`src/rtl/fifo_wptr_full_pkg.sv`:
```
`default_nettype none
// ============================================================================
// Module      : fifo_wptr_full_pkg
// Description : Shared definitions for the asynchronous FIFO pointer blocks.
//               Holds the default address width and the binary<->Gray
//               conversion helpers. The read-pointer block imports the same
//               package so that both domains encode pointers identically.
// Contents    : DEFAULT_ADDR_W   - default FIFO address width (depth 2^W)
//               bin2gray()       - binary to reflected Gray code
//               gray2bin()       - reflected Gray code to binary
// Revision    : 1.0 - initial release
// ============================================================================
package fifo_wptr_full_pkg;

    localparam int DEFAULT_ADDR_W = 4;

    // Helpers work on a 32-bit container; callers zero-extend their pointer
    // in and truncate the result back. Zero upper bits do not disturb either
    // conversion, so any pointer width up to 32 is handled.
    function automatic logic [31:0] bin2gray(input logic [31:0] bin);
        return bin ^ (bin >> 1);
    endfunction

    // Each binary bit is the XOR of all Gray bits at and above it.
    function automatic logic [31:0] gray2bin(input logic [31:0] gray);
        logic [31:0] bin;
        bin[31] = gray[31];
        for (int i = 30; i >= 0; i--) begin
            bin[i] = bin[i+1] ^ gray[i];
        end
        return bin;
    endfunction

endpackage : fifo_wptr_full_pkg
`default_nettype wire

```
`src/rtl/fifo_wptr_full_sync_2ff.sv`:
```
`default_nettype none
// ============================================================================
// Module      : sync_2ff
// Description : Two-flop synchronizer for a multi-bit bus whose value changes
//               by at most one bit at a time (e.g. a Gray-coded pointer).
//               No logic is placed between the two stages so the first flop
//               has a full clock period to resolve metastability.
// Parameters  : WIDTH  - bus width
// Ports       : clk    in  - destination-domain clock
//               rst_n  in  - asynchronous active-low reset, clears to 0
//               d      in  [WIDTH] - asynchronous input bus
//               q      out [WIDTH] - synchronized bus (2-edge latency)
// Revision    : 1.0 - initial release
// ============================================================================
module sync_2ff #(
    parameter int WIDTH = 5
) (
    input  logic             clk,
    input  logic             rst_n,
    input  logic [WIDTH-1:0] d,
    output logic [WIDTH-1:0] q
);

    logic [WIDTH-1:0] r_q1;
    logic [WIDTH-1:0] r_q2;

    always_ff @(posedge clk or negedge rst_n) begin
        if (!rst_n) begin
            r_q1 <= '0;
            r_q2 <= '0;
        end else begin
            r_q1 <= d;
            r_q2 <= r_q1;
        end
    end

    assign q = r_q2;

endmodule : sync_2ff
`default_nettype wire

```
`src/rtl/fifo_wptr_full.sv`:
```
`default_nettype none
// ============================================================================
// Module      : fifo_wptr_full
// Description : Write-side pointer and full-flag generator of an asynchronous
//               FIFO. Keeps a binary write pointer plus its registered Gray
//               image, synchronizes the read-side Gray pointer into the write
//               clock domain and produces a registered, pessimistic full flag.
// Parameters  : ADDR_W          - FIFO address width, depth = 2^ADDR_W (>= 2)
// Ports       : clk             in  - write-domain clock
//               rst_n           in  - asynchronous active-low reset
//               winc            in  - write request
//               rptr_gray_async in  [ADDR_W+1] - read Gray pointer (async)
//               waddr           out [ADDR_W]   - RAM write address
//               wptr_gray       out [ADDR_W+1] - registered Gray write pointer
//               wfull           out - registered full flag
//               wlevel          out [ADDR_W+1] - write-side fill level
// Config      : FIFO_WLEVEL_EN  - when defined, wlevel carries the registered
//               fill level; otherwise wlevel is tied to 0 and no Gray-to-
//               binary logic is built.
// Revision    : 1.0 - initial release
// ============================================================================
module fifo_wptr_full
    import fifo_wptr_full_pkg::*;
#(
    parameter int ADDR_W = DEFAULT_ADDR_W
) (
    input  logic              clk,
    input  logic              rst_n,
    input  logic              winc,
    input  logic [ADDR_W:0]   rptr_gray_async,
    output logic [ADDR_W-1:0] waddr,
    output logic [ADDR_W:0]   wptr_gray,
    output logic              wfull,
    output logic [ADDR_W:0]   wlevel
);

    localparam int c_PTR_W = ADDR_W + 1;

    logic [ADDR_W:0] r_wbin;
    logic [ADDR_W:0] r_wgray;
    logic            r_wfull;

    logic            w_wpush;
    logic [ADDR_W:0] w_wbin_next;
    logic [ADDR_W:0] w_wgray_next;
    logic [ADDR_W:0] w_rq2;
    logic [ADDR_W:0] w_full_ref;
    logic            w_wfull_next;

    // Read pointer into the write domain.
    sync_2ff #(
        .WIDTH (c_PTR_W)
    ) u_rptr_sync (
        .clk   (clk),
        .rst_n (rst_n),
        .d     (rptr_gray_async),
        .q     (w_rq2)
    );

    assign w_wpush      = winc & ~r_wfull;
    assign w_wbin_next  = r_wbin + c_PTR_W'(w_wpush);
    assign w_wgray_next = c_PTR_W'(bin2gray(32'(w_wbin_next)));

    // In Gray code, "write pointer is exactly one lap ahead of read pointer"
    // means the top two bits differ and the rest match. A stale rq2 only
    // lags the real read pointer, so this can keep full set too long but
    // never clears it early.
    assign w_full_ref   = {~w_rq2[ADDR_W:ADDR_W-1], w_rq2[ADDR_W-2:0]};
    assign w_wfull_next = (w_wgray_next == w_full_ref);

    always_ff @(posedge clk or negedge rst_n) begin
        if (!rst_n) begin
            r_wbin  <= '0;
            r_wgray <= '0;
            r_wfull <= 1'b0;
        end else begin
            r_wbin  <= w_wbin_next;
            r_wgray <= w_wgray_next;
            r_wfull <= w_wfull_next;
        end
    end

`ifdef FIFO_WLEVEL_EN
    logic [ADDR_W:0] w_rbin;
    logic [ADDR_W:0] r_wlevel;

    // Same timing as wfull: computed from the post-push pointer and the
    // current synchronized read pointer. Modular subtraction absorbs wrap.
    assign w_rbin = c_PTR_W'(gray2bin(32'(w_rq2)));

    always_ff @(posedge clk or negedge rst_n) begin
        if (!rst_n) begin
            r_wlevel <= '0;
        end else begin
            r_wlevel <= w_wbin_next - w_rbin;
        end
    end

    assign wlevel = r_wlevel;
`else
    assign wlevel = '0;
`endif

    assign waddr     = r_wbin[ADDR_W-1:0];
    assign wptr_gray = r_wgray;
    assign wfull     = r_wfull;

endmodule : fifo_wptr_full
`default_nettype wire

```
`config.mk`:
```
export PLATFORM = sky130hd
export DESIGN_NAME = fifo_wptr_full
export DESIGN_NICKNAME = d
export VERILOG_FILES = /design/src/rtl/fifo_wptr_full_pkg.sv /design/src/rtl/fifo_wptr_full_sync_2ff.sv /design/src/rtl/fifo_wptr_full.sv
export SDC_FILE = /design/constraint.sdc
export NUM_CORES = 1
export LEC_CHECK = 0
export BUFFER_PORTS_ARGS = -buffer_cell sky130_fd_sc_hd__buf_2
export CAP_MARGIN = 20
export CORE_AREA = 2 2 46 48
export DETAILED_ROUTE_END_ITERATION = 6
export DIE_AREA = 0 0 48 50
export HOLD_SLACK_MARGIN = 0.03
export PLACE_DENSITY = 0.74
export REMOVE_ABC_BUFFERS = 1
export SLEW_MARGIN = 20
export SYNTH_ARGS = -nofsm -noshare
export SYNTH_HDL_FRONTEND = slang
export SYNTH_SLANG_ARGS = --single-unit
```
`constraint.sdc`:
```
create_clock -name clk -period 2.1 [get_ports clk]
set_clock_uncertainty 0.2 [all_clocks]
set_input_delay 0.315 -clock clk [delete_from_list [all_inputs] [get_ports clk]]
set_output_delay 0.315 -clock clk [all_outputs]
set_load 0.005 [all_outputs]
```
==> flow_metrics.py, run 1 <==
metrics = {
    "synth": {
        "syn_avg_cell_area_sq_um": 13.8,
        "synth-simple-area-share": 0.100,
        "synth_compound_area_frac": 0.0238,
        "syn_area_sq_um": 787,
        "yosysWarnings": 0,
        "netlist_instances": 57,
        "synthAdderAreaFrac": 0.0318,
        "seq_area_frac_synth": 0.636,
        "yosysUniqueCellTypes": 17,
        "synth_seq_cells": 20,
        "synthMuxAreaShare": 0,
        "synthXorXnorAreaFrac": 0.156,
        "synth_top_family_by_area": "XOR/XNOR gates",
    },
    "sta": {
        "period_minus_slack_ns": 2.23,
        "fin_ws_ns": -0.130,
        "max_freq_ghz": 0.448,
        "min_period_over_period": 1.06,
        "final-setup-viol-count": 1,
        "slew_viol_final": 0,
        "hold_viol_final": 0,
        "rsz0062_at_grt": "yes",
    },
    "grt": {
        "grt_pass1_vias": 536,
        "grt.overflow.total": 0,
        "grt_usage": 0.147,
        "grt_max_degree": 21,
        "grt_antenna_before_repair": 0,
        "grt_pass1_wl_um": 2340,
    },
    "worst_setup_path": {
        "critical_path_class": "reg2reg",
        "rr_startpoint": "wfull",
        "slowest_stage": "dfrtp_1",
        "path_cells": "nor2b_1 -> ha_2 -> buf_6 -> nand2_4 -> xor2_1 -> or3_1 -> a31o_1 -> nor4_2",
        "critical_path.max_fanout": 2,
        "critPathMaxStageDelay_ns": 0.41,
        "cp_data_arrival_time_ns": 2.22,
        "crit_end": "wfull",
        "cp-end-kind": "flip-flop",
        "cp_num_cells": 8,
        "startpoint_type": "flip-flop",
        "crit_required_ns": 2.09,
        "cp-startpoint": "wfull",
        "critPathTopFamily": "simple AND/OR/NAND/NOR gates",
        "r2r-end": "wfull",
        "critPathBufInv": 1,
        "r2r_setup_slack_ns": -0.13,
        "reg2regPathDepth": 8,
    },
    "routing": {
        "wl_per_cell_um": 12.3,
        "wl_met1_um": 552,
        "antenna_left": 0,
        "wl_met2_um": 787,
        "dr_wl_met3_um": 39,
        "drtPass1Iterations": 3,
        "vias_per_cell": 4.32,
        "drc": 0,
        "vias": 493,
        "dr.first_iter.drc_count": 3,
        "highest_layer": "met4",
        "wirelength_um": 1400,
    },
    "place": {
        "place_hpwl_um": 988,
        "port_buffers": 17,
        "place.gp.congestion": 0.753,
    },
    "cells_and_area": {
        "utilization": 0.545,
        "nNetsFinal": 99,
        "drive_gt1_frac": 0.356,
        "most-common-layout-cells": "dfrtp_1 (20), buf_2 (17), xor2_1 (9)",
        "final_common_cell": "dfrtp_1",
        "area_delta_synth_final_pct": 31.8,
        "antenna_cells": 0,
    },
    "cts": {
        "path_clk_slew_ns": 0.11,
        "ctsHtreeMaxLevel": 1,
        "cts-root-buf": "clkbuf_4",
        "clk_path_buf_depth": 2,
        "cts_setup_buffers": 0,
        "clock-sinks": 20,
        "clock_latency_ns": 0.29,
        "cts_tree": "done",
        "cts_made_buffers": 3,
    },
    "floorplanning": {
        "io_pins": 23,
        "rows": 16,
        "initial_utilization": 0.414,
        "dieArea_sq_mm": 0.00240,
        "fp.dieH_um": 50,
        "core_area_sq_mm": 0.00190,
        "die_x_um": 48,
    },
    "status": {
        "failed_checks": "negative setup slack",
        "status": "complete, but fails checks",
    },
    "worst_hold_path": {
        "hp-start": "u_rptr_sync.r_q1[2]",
        "min_path_type": "reg2reg",
    },
    "power_and_ir_drop": {
        "power.total_uw": 1540,
        "power_density_mw_per_mm2": 1480,
        "leakagePower_uw": 0.000490,
        "max-vdd-ir-drop_uv": 559,
    },
    "run": {
        "maxCapViolCount": 0,
    },
}
registers in the layout (all words and copies together) (netlist names):
signal,cells
u_rptr_sync.q,5
wfull,1
u_rptr_sync.r_q1,5
r_wbin,5
wptr_gray,4
Yosys cell counts:
| cell type | instances | share of area |
|---|---|---|
| dfrtp_1 | 20 | 0.64 |
| xor2_1 | 9 | 0.10 |
| buf_4 | 5 | 0.048 |
| xnor2_1 | 5 | 0.056 |
| nand3_1 | 3 | 0.019 |
| nor2b_1 | 3 | 0.024 |
| ha_1 | 2 | 0.032 |
| a21oi_1 | 1 | 0.0064 |
| a31o_1 | 1 | 0.011 |
| and3b_2 | 1 | 0.013 |
| conb_1 | 1 | 0.0048 |
| nand2_1 | 1 | 0.0048 |
| nor3_1 | 1 | 0.0064 |
| nor3b_1 | 1 | 0.0095 |
| nor4_2 | 1 | 0.016 |
| o21ai_0 | 1 | 0.0064 |
| or3_1 | 1 | 0.0080 |
how the worst min path moves through the flow:
stage / endpoint / slack (ns) / depth (start not counted)
finish: u_rptr_sync.q[2] / 0.16 / 0
global route: u_rptr_sync.q[0] / 0.18 / 0
CTS: u_rptr_sync.q[2] / 0.16 / 0
detailed placement: wptr_gray[2] / 0.08 / 1
global placement: r_wbin[3] / 0.07 / 1
floorplan: r_wbin[0] / -0.18 / 0
through the flow:
stage	setup WS [ns]	instance area [sq um]	instances	TNS, ns	hold WS, ns
after floorplan	-0.0773	764	56	-0.0773	-0.181
after global placement	-0.163	921	105	-0.163	0.0729
after detailed placement	-0.300	921	105	-0.300	0.0822
after CTS	-0.0819	1040	114	-0.0819	0.158
after global routing	-0.237	1040	114	-0.237	0.176
final	-0.130	1040	114	-0.130	0.158
layer usage:
metal | vias to the layer above | GRT usage
li1 | 236 | -
met1 | 242 | 0.160
met2 | 13 | 0.236
met3 | 2 | 0.0440
met4 | 0 | 0.0946
met5 | - | 0
power breakdown:
group	switching [uW]	internal [uW]	total [uW]
combinational	372	400	772
clock	106	66.6	172
sequential	88.0	503	591
cells by family (layout without fill, tap and decap cells):
kind of cell	after synthesis	count (layout)
compound gates	3	3
xor+xnor	14	14
fa+ha+maj	2	2
buf+inv	5	31
flops	20	20
other cells	1	5
simple gates	12	12
final cells by class:
| class | count | area, sq um |
|---|---|---|
| Fill cell | 171 | 865 |
| Timing Repair Buffer | 28 | 186 |
| Multi-Input combinational cell | 36 | 294 |
| Clock buffer | 3 | 22.5 |
| Sequential cell | 20 | 500 |
| Tap cell | 27 | 33.8 |
timing repair:
item	4_1_cts	5_1_grt
pin swaps	4	0
hold endpoints to repair	25	0
setup endpoints to repair	1	1
hold buffers	6	0
resized for setup	7	0
worst reg2reg max path: stages (launching register included):
cell and delay (ns):
dfrtp_1 0.41, nor2b_1 0.14, ha_2 0.23, buf_6 0.11, nand2_4 0.05, xor2_1 0.18, or3_1 0.41, a31o_1 0.23
nor4_2 0.18
No activity file was read; power rests on OpenSTA's default activity.
==> inputs of run 2 (changes only) <==
Settings changed: GPL_TIMING_DRIVEN set to 0.
==> run 2 against run 1 <==
  * The flow still finishes with violations (negative setup slack)
  * Hold slack hardly changed
  * Register-to-register slack better by 0.07 ns
  * Sequential share of layout area is 0.47 points higher
  * Total power is 0.21% lower
  * Final area is 0.96% lower
  * Sequential power is 1% higher
  * Cell count is 2.6% lower
  * Critical path type unchanged
  * Critical endpoint unchanged
  * Largest cell class unchanged
==> flow_metrics.py, run 2 (same netlist as run 1, synthesis figures left out) <==
metrics = {
    "worst_setup_path": {
        "critPathBufInv": 1,
        "critPathMaxStageDelay_ns": 0.40,
        "cp-end-kind": "flip-flop",
        "critPathTopFamily": "simple AND/OR/NAND/NOR gates",
        "critical_path.max_fanout": 2,
        "critical_path_class": "reg2reg",
        "cp_data_arrival_time_ns": 2.17,
        "r2r-end": "wfull",
        "slowest_stage": "dfrtp_1",
        "r2r_setup_slack_ns": -0.06,
        "crit_required_ns": 2.11,
        "startpoint_type": "flip-flop",
        "rr_startpoint": "wfull",
        "reg2regPathDepth": 8,
        "path_cells": "nor2b_1 -> ha_2 -> buf_6 -> nand2_4 -> xor2_2 -> or3_1 -> a31o_1 -> nor4_2",
    },
    "sta": {
        "rsz0062_at_grt": "yes",
        "min_period_over_period": 1.03,
        "period_minus_slack_ns": 2.16,
        "slew_viol_final": 0,
        "final-setup-viol-count": 1,
        "max_freq_ghz": 0.463,
        "hold_viol_final": 0,
        "fin_ws_ns": -0.0614,
    },
    "routing": {
        "drtPass1Iterations": 4,
        "dr.first_iter.drc_count": 3,
        "vias": 490,
        "wl_met2_um": 707,
        "wl_met1_um": 529,
        "wirelength_um": 1330,
        "vias_per_cell": 4.41,
        "dr_wl_met3_um": 52,
        "antenna_left": 0,
        "drc": 0,
        "highest_layer": "met4",
        "wl_per_cell_um": 12.0,
    },
    "grt": {
        "grt_pass1_wl_um": 2280,
        "grt_usage": 0.141,
        "grt_max_degree": 21,
        "grt_pass1_vias": 540,
        "grt.overflow.total": 0,
        "grt_antenna_before_repair": 0,
    },
    "power_and_ir_drop": {
        "power.total_uw": 1530,
        "max-vdd-ir-drop_uv": 649,
        "leakagePower_uw": 0.000480,
        "power_density_mw_per_mm2": 1490,
    },
    "cts": {
        "clock-sinks": 20,
        "cts_tree": "done",
        "ctsHtreeMaxLevel": 1,
        "clk_path_buf_depth": 2,
        "cts-root-buf": "clkbuf_4",
        "cts_made_buffers": 3,
        "path_clk_slew_ns": 0.11,
        "clock_latency_ns": 0.30,
    },
    "place": {
        "place_inst": 100,
        "place_hpwl_um": 893,
        "port_buffers": 17,
        "place.gp.congestion": 0.798,
    },
    "worst_hold_path": {
        "hp-start": "u_rptr_sync.r_q1[3]",
        "whs_path_depth": 0,
        "min_to": "u_rptr_sync.q[3]",
        "min_path_type": "reg2reg",
    },
    "status": {
        "status": "complete, but fails checks",
        "failed_checks": "negative setup slack",
    },
    "floorplanning": {
        "rows": 16,
        "initial_utilization": 0.414,
        "io_pins": 23,
        "core_area_sq_mm": 0.00190,
        "fp.dieH_um": 50,
        "die_x_um": 48,
        "dieArea_sq_mm": 0.00240,
    },
    "cells_and_area": {
        "final_common_cell": "dfrtp_1",
        "antenna_cells": 0,
        "drive_gt1_frac": 0.357,
        "final_cells": 111,
        "nNetsFinal": 96,
        "most-common-layout-cells": "dfrtp_1 (20), buf_2 (17), xor2_1 (8)",
        "area_delta_synth_final_pct": 30.5,
    },
    "run": {
        "maxCapViolCount": 0,
    },
}
==> run 2: cell types whose count changed in the layout (fill, tap and decap cells not counted) <==
cell,previous run,this run
buf_4,4,1
nor3b_1,1,0
nor3b_2,0,1
o21ai_0,0,1
o21ai_1,1,0
xor2_1,9,8
xor2_2,0,1
==> run 2: how the worst max path moves through the flow <==
| stage | cells past startpoint | startpoint | to |
|---|---|---|---|
| after CTS | 8 | wfull | wfull |
| after floorplan | 7 | winc | wfull |
| after global placement | 8 | winc | wfull |
| after global routing | 8 | wfull | wfull |
| after detailed placement | 9 | winc | wfull |
| final | 8 | wfull | wfull |
==> run 2: layout make-up <==
class / instances / area [sq um]
Multi-Input combinational cell: 36 / 307
Tap cell: 27 / 33.8
Fill cell: 175 / 875
Timing Repair Buffer: 25 / 164
Clock buffer: 3 / 22.5
Sequential cell: 20 / 500
==> run 2: metal layers <==
layer | global-route usage | up-vias
met5 | 0 | -
met4 | 0.122 | 0
met3 | 0.0256 | 5
met2 | 0.218 | 18
met1 | 0.156 | 236
li1 | - | 231
==> run 2: what timing repair did <==
item,CTS,global route
hold endpoints to repair,25,0
pin swaps,5,0
hold buffers,6,0
gates resized for setup,8,1
setup endpoints to repair,1,1
buffers inserted,2,0
==> run 2: through the flow <==
step           hold slack (ns)  setup TNS, ns  area [sq um]   util  setup WS [ns]
3_3_place_gp            0.0680         -0.282           883  0.464         -0.282
4_1_cts                  0.161        -0.0175          1020  0.538        -0.0175
6_report                 0.158        -0.0614          1030  0.540        -0.0614
2_1_floorplan           -0.181        -0.0773           764      -        -0.0773
3_5_place_dp            0.0837         -0.359           883  0.464         -0.359
5_1_grt                  0.171         -0.187          1030  0.540         -0.187
==> run 2: worst register-to-register path: stages (launching register included) <==
cell and delay, ns:
dfrtp_1 0.40, nor2b_1 0.14, ha_2 0.23, buf_6 0.11
nand2_4 0.05, xor2_2 0.16, or3_1 0.39, a31o_1 0.24
nor4_2 0.16
==> run 2: power by group <==
part,switching [uW],total [uW],internal (uW)
Combinational,366,757,391
Sequential,96.6,599,503
Clock,109,176,66.8
Total,572,1530,960
